<file path="config.mk">
export PLATFORM = sky130hd
export DESIGN_NAME = frame_scheduler
export DESIGN_NICKNAME = d
export VERILOG_FILES = /design/src/rtl/frame_scheduler.sv
export SDC_FILE = /design/constraint.sdc
export NUM_CORES = 1
export LEC_CHECK = 0
export ABC_AREA = 0
export CORE_ASPECT_RATIO = 1.2
export CORE_MARGIN = 5
export CORE_UTILIZATION = 48
export DETAILED_ROUTE_END_ITERATION = 10
export GPL_TIMING_DRIVEN = 0
export PLACE_DENSITY = 0.73
export SYNTH_ARGS = -nofsm -noshare
export SYNTH_HDL_FRONTEND = slang
export SYNTH_SLANG_ARGS = --single-unit
</file>
<file path="constraint.sdc">
create_clock -name clk -period 3.5 [get_ports clk]
set_clock_uncertainty 0.15 [all_clocks]
set_input_delay 0.525 -clock clk [delete_from_list [all_inputs] [get_ports clk]]
set_output_delay 0.525 -clock clk [all_outputs]
set_load 0.05 [all_outputs]
</file>
<file path="src/rtl/frame_scheduler.sv">
// Sequences one 8x8 WS2812B frame: grid snapshot, per-pixel GRB load, bit-serial hand-off,
// latch gap and periodic game_step. Optional build macro SCHED_DIM_EN adds a 2-bit dim port.
module frame_scheduler #(
    parameter int RESET_CYCLES    = 1200,
    parameter int FRAMES_PER_STEP = 30
) (
    input  logic        clk,
    input  logic        reset_n,
    input  logic        enable,
    input  logic [63:0] grid,
    input  logic [23:0] on_color,
    input  logic [23:0] off_color,
`ifdef SCHED_DIM_EN
    input  logic [1:0]  dim,
`endif
    input  logic        shift,
    output logic        transmit,
    output logic        serial_out,
    output logic [5:0]  pixel,
    output logic        game_step,
    output logic        frame_done,
    output logic        busy
);

    localparam int GAP_W   = (RESET_CYCLES > 1) ? $clog2(RESET_CYCLES) : 1;
    localparam int FRAME_W = (FRAMES_PER_STEP > 1) ? $clog2(FRAMES_PER_STEP) : 1;

    typedef enum logic [2:0] {
        IDLE  = 3'd0,
        LOAD  = 3'd1,
        SEND  = 3'd2,
        NEXT  = 3'd3,
        LATCH = 3'd4,
        STEP  = 3'd5
    } state_t;

    state_t             state;
    state_t             next_state;
    logic [63:0]        grid_snap;
    logic [23:0]        shift_reg;
    logic [4:0]         bit_cnt;
    logic [GAP_W-1:0]   gap_cnt;
    logic [FRAME_W-1:0] frame_cnt;
    logic [23:0]        pixel_color;
    logic [23:0]        load_word;
    logic               last_bit;
    logic               gap_done;
    logic               step_frame;

    assign pixel_color = grid_snap[pixel] ? on_color : off_color;
    assign last_bit    = shift && (bit_cnt == 5'd23);
    assign gap_done    = (gap_cnt == GAP_W'(RESET_CYCLES - 1));
    assign step_frame  = (frame_cnt == FRAME_W'(FRAMES_PER_STEP - 1));

`ifdef SCHED_DIM_EN
    // Each byte is scaled on its own so a dimmed channel never borrows bits from its neighbour.
    assign load_word = {pixel_color[23:16] >> dim, pixel_color[15:8] >> dim, pixel_color[7:0] >> dim};
`else
    assign load_word = pixel_color;
`endif

    always_ff @(posedge clk) begin
        if (!reset_n) begin
            state <= IDLE;
        end else begin
            state <= next_state;
        end
    end

    always_comb begin
        next_state = state;
        case (state)
            IDLE:    if (enable) next_state = LOAD;
            LOAD:    next_state = SEND;
            SEND:    if (last_bit) next_state = NEXT;
            NEXT:    next_state = (pixel == 6'd63) ? LATCH : LOAD;
            LATCH:   if (gap_done) next_state = STEP;
            STEP:    next_state = IDLE;
            default: next_state = IDLE;
        endcase
    end

    always_comb begin
        transmit   = (state == SEND);
        busy       = (state != IDLE);
        frame_done = (state == STEP);
        game_step  = (state == STEP) && step_frame;
    end

    assign serial_out = shift_reg[23];

    // The grid is captured only when a frame starts, so a frame never mixes two generations.
    always_ff @(posedge clk) begin
        if (!reset_n) begin
            grid_snap <= '0;
            shift_reg <= '0;
            bit_cnt   <= '0;
            pixel     <= '0;
            gap_cnt   <= '0;
            frame_cnt <= '0;
        end else begin
            case (state)
                IDLE: begin
                    if (enable) begin
                        grid_snap <= grid;
                        pixel     <= '0;
                    end
                end
                LOAD: begin
                    shift_reg <= load_word;
                    bit_cnt   <= '0;
                end
                SEND: begin
                    if (shift) begin
                        shift_reg <= {shift_reg[22:0], 1'b0};
                        bit_cnt   <= bit_cnt + 5'd1;
                    end
                end
                NEXT: begin
                    if (pixel == 6'd63) begin
                        gap_cnt <= '0;
                    end else begin
                        pixel <= pixel + 6'd1;
                    end
                end
                LATCH: begin
                    gap_cnt <= gap_cnt + 1'b1;
                end
                STEP: begin
                    frame_cnt <= step_frame ? '0 : frame_cnt + 1'b1;
                end
                default: begin
                end
            endcase
        end
    end

endmodule

</file>
; Word level (Yosys, flattened, before mapping)
; Index checks and enable logic that the tools add are counted.
[word_totals]
output_inout_bits = 11
wordCells = 57
inputBits = 116
register_bits = 118
[op_classes]
eq_ne = 15
reduce_logical = 12
muxes = 18
magnitude_cmp = 1
add_sub_neg = 4
[op_table]
columns = cell, count
row1 = $mux 24, 2
row2 = $pmux 24 s2, 1
row3 = $pmux 11 s2, 1
row4 = $pmux 3 s5, 1
row5 = $mux 3, 4
row6 = $mux 6, 2
row7 = $pmux 6 s2, 1
row8 = $add 11x1->11 const B, 1
row9 = $eq 11x11->1 const B, 1
row10 = $mux 11, 1
row11 = $add 5x1->5 const B, 2
row12 = $eq 5x5->1 const B, 2
row13 = $mux 5, 2
row14 = $ne 2x2->1 const B, 5
row15 = $pmux 5 s2, 1
row16 = $lt 6x7->1 const B, 1
row17 = $add 6x1->6 const B, 1
row18 = $bmux 1 s6, 1
row19 = $eq 3x2->1 const B, 2
row20 = $eq 3x3->1 const B, 2
row21 = $eq 6x6->1 const B, 1
row22 = $reduce_and 2->1, 3
row23 = $reduce_and 3->1, 2
row24 = $reduce_bool 2->1, 3
row25 = other kinds (6), 7

; Logic depth before layout (Yosys ltp)
[logic_depth]
ltp_word = 4
ltp_mapped = 11
mapped_depth_nobuf = 7

; Worst setup path after synthesis
; Ideal clock, no wire load.
[synth_timing]
path_type = register -> output
from = reg state[0]
to = out game_step
path_slack_ps = -60
path_buffers = 1
arrival_ps = 2885
t_required_ps = 2825
path_stages_with_launch = 6
path_cell_list = dfxtp_1 > clkbuf_1 > inv_1 > nor3b_1 > and3_1 > and3_1
[synth_between]
elab_chain_len = 2
[synth_lines]
columns = element, line_no
row1 = from (decl), 37  ; state_t state;
row2 = from (signal assigned), 66  ; state <= next_state;
row3 = $eq 3x3->1, n/a
row4 = named net frame_done, 21  ; output logic frame_done,
row5 = $logic_and 1x1->1, 87  ; game_step = (state == STEP) && step_frame;
row6 = to (decl), 20  ; output logic game_step,
; The timed path passes the listed nets, and every way through them passes these cells.

; Worst setup path in the final report
[layout_timing]
from = reg pixel[0]
to = reg shift_reg[5]
[layout_between]
elab_chain_len = 4
[layout_lines]
columns = element, line_no
row1 = from (decl), 19  ; output logic [5:0] pixel,
row2 = from (signal assigned), 123  ; pixel <= pixel + 6'd1;
row3 = $bmux 1 s6, 50  ; assign pixel_color = grid_snap[pixel] ? on_color : off_color;
row4 = $mux 1 (not written as such), 50
row5 = $mux 24, 50
row6 = $pmux 24 s2, 102  ; case (state)
row7 = to (signal assigned), 110  ; shift_reg <= load_word;
row8 = to (signal assigned), 115  ; shift_reg <= {shift_reg[22:0], 1'b0};
row9 = to (decl), 40  ; logic [23:0] shift_reg;
; Every way passes these cells. The select of a mux whose other input is x is not followed.
; A chain may end at the register's enable or synchronous reset.

==> impl_metrics.yaml <==
route:
  drc_errors: 0
  wl_um: 16700
  vias: 5775
  firstDrtPassIters: 5
  via_per_inst: 5.41
  avgRoutedWirePerCell_um: 15.6
  ant_nets: 0
  dr.first_iter.drc_count: 244
worst_hold_path:
  hold_path_class: "register to register"
worst_setup_path:
  r2r_setup_slack_ns: 0.15
  cp-start-kind: "register"
  crit_type: "register to register"
  critPathArrivalTime_ns: 3.48
  cp_max_fo: 10
  endpoint_kind: "register"
  critPathRequiredTime_ns: 3.64
timing:
  hold_ws_ns: 0.313
  fmax_ghz: 0.299
  fin_tns_setup_ns: 0
  post-route-min-period_ns: 3.35
  hold_viol_final: 0
  slew_headroom_pct: 39.2
  min_period_over_period_pct: 95.6
  slew_viol_final: 0
  worst_slew_pin_slew_ns: 0.910
  setup_violations: 0
  rsz0062_at_grt: "no"
global_routing:
  grt_max_degree: 17
  grt_usage_pct: 21.9
  overflow: 0
  first_global_vias: 5858
  antenna_found_initial: 0
  grt_first_pass_wirelength_um: 27400
finish:
  largest_reg_flops: 64
  final_nets: 1012
  final_cells: 1068
  fillers: 1111
  area_delta_synth_final_pct: 33.6
  antenna_cells: 0
  drive_gt1_share_pct: 6.31
floorplanning:
  die_w_um: 114
  die_y_um: 135
  coreArea_mm2: 0.0127
  rows: 45
  die_area_mm2: 0.0154
  ios: 127
  start_util_pct: 49.1
pwr:
  clkPwrFrac_pct: 47.6
  p_total_mw: 3.86
  p_leak_nw: 3.25
  internal_power_mw: 2.94
  vdd_ir_drop_max_uv: 351
  pwr-share-seq_pct: 38.1
  power_density_mw_per_mm2: 462
  switching_share_pct: 23.7
  comb_power_share_pct: 14.3
  power_switching_uw: 913
clock_network:
  cts_sinks: 118
  root_buffer: "clkbuf_16"
  htree_levels: 4
  clockBufferDepth: 2
  cts_hold_buf: 0
  cts_made_buffers: 17
  clkTransAtPathRegs_ns: 0.05
  clk_latency_ns: 0.41
  tritoncts: "done"
synth:
  synth.avg_cell_area_um2: 8.37
  ys_ff_latch: 118
  yosysWarnings: 0
  async_flop_share_pct: 0
  synthCells: 746
  syn_area_mm2: 0.00624
  synth-seq-area-share_pct: 37.8
  synthesis.nets: 867
  ys.flop_type: "dfxtp_1"
  yosys.cell_types.count: 45
  synth_edf_count: 0
place:
  post-place-cells: 1036
  port_buffers: 126
  gp_congestion: 0.835
  hpwl_um: 12500
outcome:
  status: "finished, final reports clean"
flow_run:
  cap_viol_max_count: 0
-- metrics by stage --
stage / setup WS [ns] / area, um2 / util [%]
final: 0.153 / 8340 / 65.6
after global routing: 0.0562 / 8340 / 65.6
after CTS: 0.146 / 8340 / 65.6
after detailed placement: 0.0665 / 7710 / 60.6
after global placement: 0.0870 / 7710 / 60.6
after floorplan: 0.139 / 6250 / -
-- layout by cell type (no fill, tap or decap), types with 4 or more instances in the layout --
| cell type | n |
|---|---|
| a211o_1 | 23 |
| a21boi_0 | 90 |
| a21oi_1 | 12 |
| a22oi_1 | 8 |
| and2_1 | 10 |
| and3_1 | 10 |
| buf_1 | 5 |
| buf_2 | 5 |
| bufinv_16 | 4 |
| clkbuf_1 | 43 |
| clkbuf_16 | 17 |
| clkdlybuf4s50_1 | 124 |
| dfxtp_1 | 118 |
| ha_1 | 5 |
| inv_1 | 4 |
| mux2_1 | 20 |
| mux2_2 | 4 |
| mux2i_1 | 40 |
| mux4_2 | 10 |
| nand2_1 | 215 |
| nand2b_1 | 4 |
| nand3_1 | 36 |
| nand4_1 | 5 |
| nor2_1 | 21 |
| nor2b_1 | 5 |
| o21ai_0 | 13 |
| xor2_1 | 8 |
-- logic make-up after synthesis --
| kind of cell | count (synthesis) | share of synthesized area, % |
|---|---|---|
| compound gates | 159 | 18.7 |
| xor+xnor | 11 | 1.54 |
| fa+ha+maj | 5 | 1.00 |
| buf+inv | 59 | 4.19 |
| flops | 118 | 37.8 |
| mux | 75 | 14.7 |
| simple gates | 319 | 22.0 |
-- layout make-up --
class	count	area (um2)	area share (%)
inverters	4	15.0	0.180
multi-input cells	569	3630	43.5
plain buffers	55	246	2.95
well taps	164	205	2.46
flip-flops and latches	118	2360	28.3
clock inverters	8	145	1.74
clock buffers	24	482	5.77
repair buffers	126	1260	15.1
-- synth_stat cells (5+ instances only) --
library cell | instances | share of area (%)
a211o_1 | 23 | 3.2
ha_1 | 5 | 1.0
nand4_1 | 5 | 0.50
a22oi_1 | 8 | 0.96
buf_1 | 5 | 0.30
dfxtp_1 | 118 | 38
mux2_1 | 20 | 3.6
nor2b_1 | 5 | 0.50
a21oi_1 | 12 | 0.96
and2_1 | 10 | 1.0
xor2_1 | 8 | 1.1
nand2_1 | 215 | 13
nand3_1 | 36 | 2.9
and3_1 | 10 | 1.0
mux4_2 | 10 | 3.6
buf_2 | 5 | 0.40
clkbuf_1 | 39 | 2.3
nor2_1 | 21 | 1.3
mux2i_1 | 40 | 6.4
a21boi_0 | 90 | 11
o21ai_0 | 13 | 1.0
-- worst paths after layout --
check                       startpoint                         to  cells past startpoint
max              pixel[0]$_SDFFE_PN0P_  shift_reg[5]$_SDFFE_PN0P_                      8
min          grid_snap[1]$_SDFFE_PN0P_  grid_snap[1]$_SDFFE_PN0P_                      2
max reg2reg      pixel[0]$_SDFFE_PN0P_  shift_reg[5]$_SDFFE_PN0P_                      8
min reg2reg  grid_snap[1]$_SDFFE_PN0P_  grid_snap[1]$_SDFFE_PN0P_                      2
-- per-layer routing --
layer  global-route usage (%)  share of wire (%)
met1                     25.9                 43
met4                     5.35                1.4
met3                     5.20                4.7
met5                        0                  0
met2                     39.7                 51
-- critical path, stage by stage, from the launching register on --
cell and delay, ns:
dfxtp_1 0.40, buf_2 0.24, buf_6 0.19, mux4_2 0.52, mux4_2 0.50, mux2i_4 0.32, buf_4 0.26, mux2_1 0.34
a211o_1 0.29
-- what timing repair did --
item / CTS / global route
setup endpoints to repair: 2 / 0
resized for setup: 3 / 0
buffers inserted: 0 / 0
hold endpoints to repair: 0 / 0
-- power by group through the flow --
stage	registers, mW	logic, mW	clock network [mW]
after global routing	1.48	0.607	1.92
after detailed placement	1.50	0.548	0
final	1.47	0.551	1.84
after global placement	1.49	0.534	0
after floorplan	1.49	0.311	0
after CTS	1.47	0.552	1.86
No activity file was read; power rests on OpenSTA's default activity.
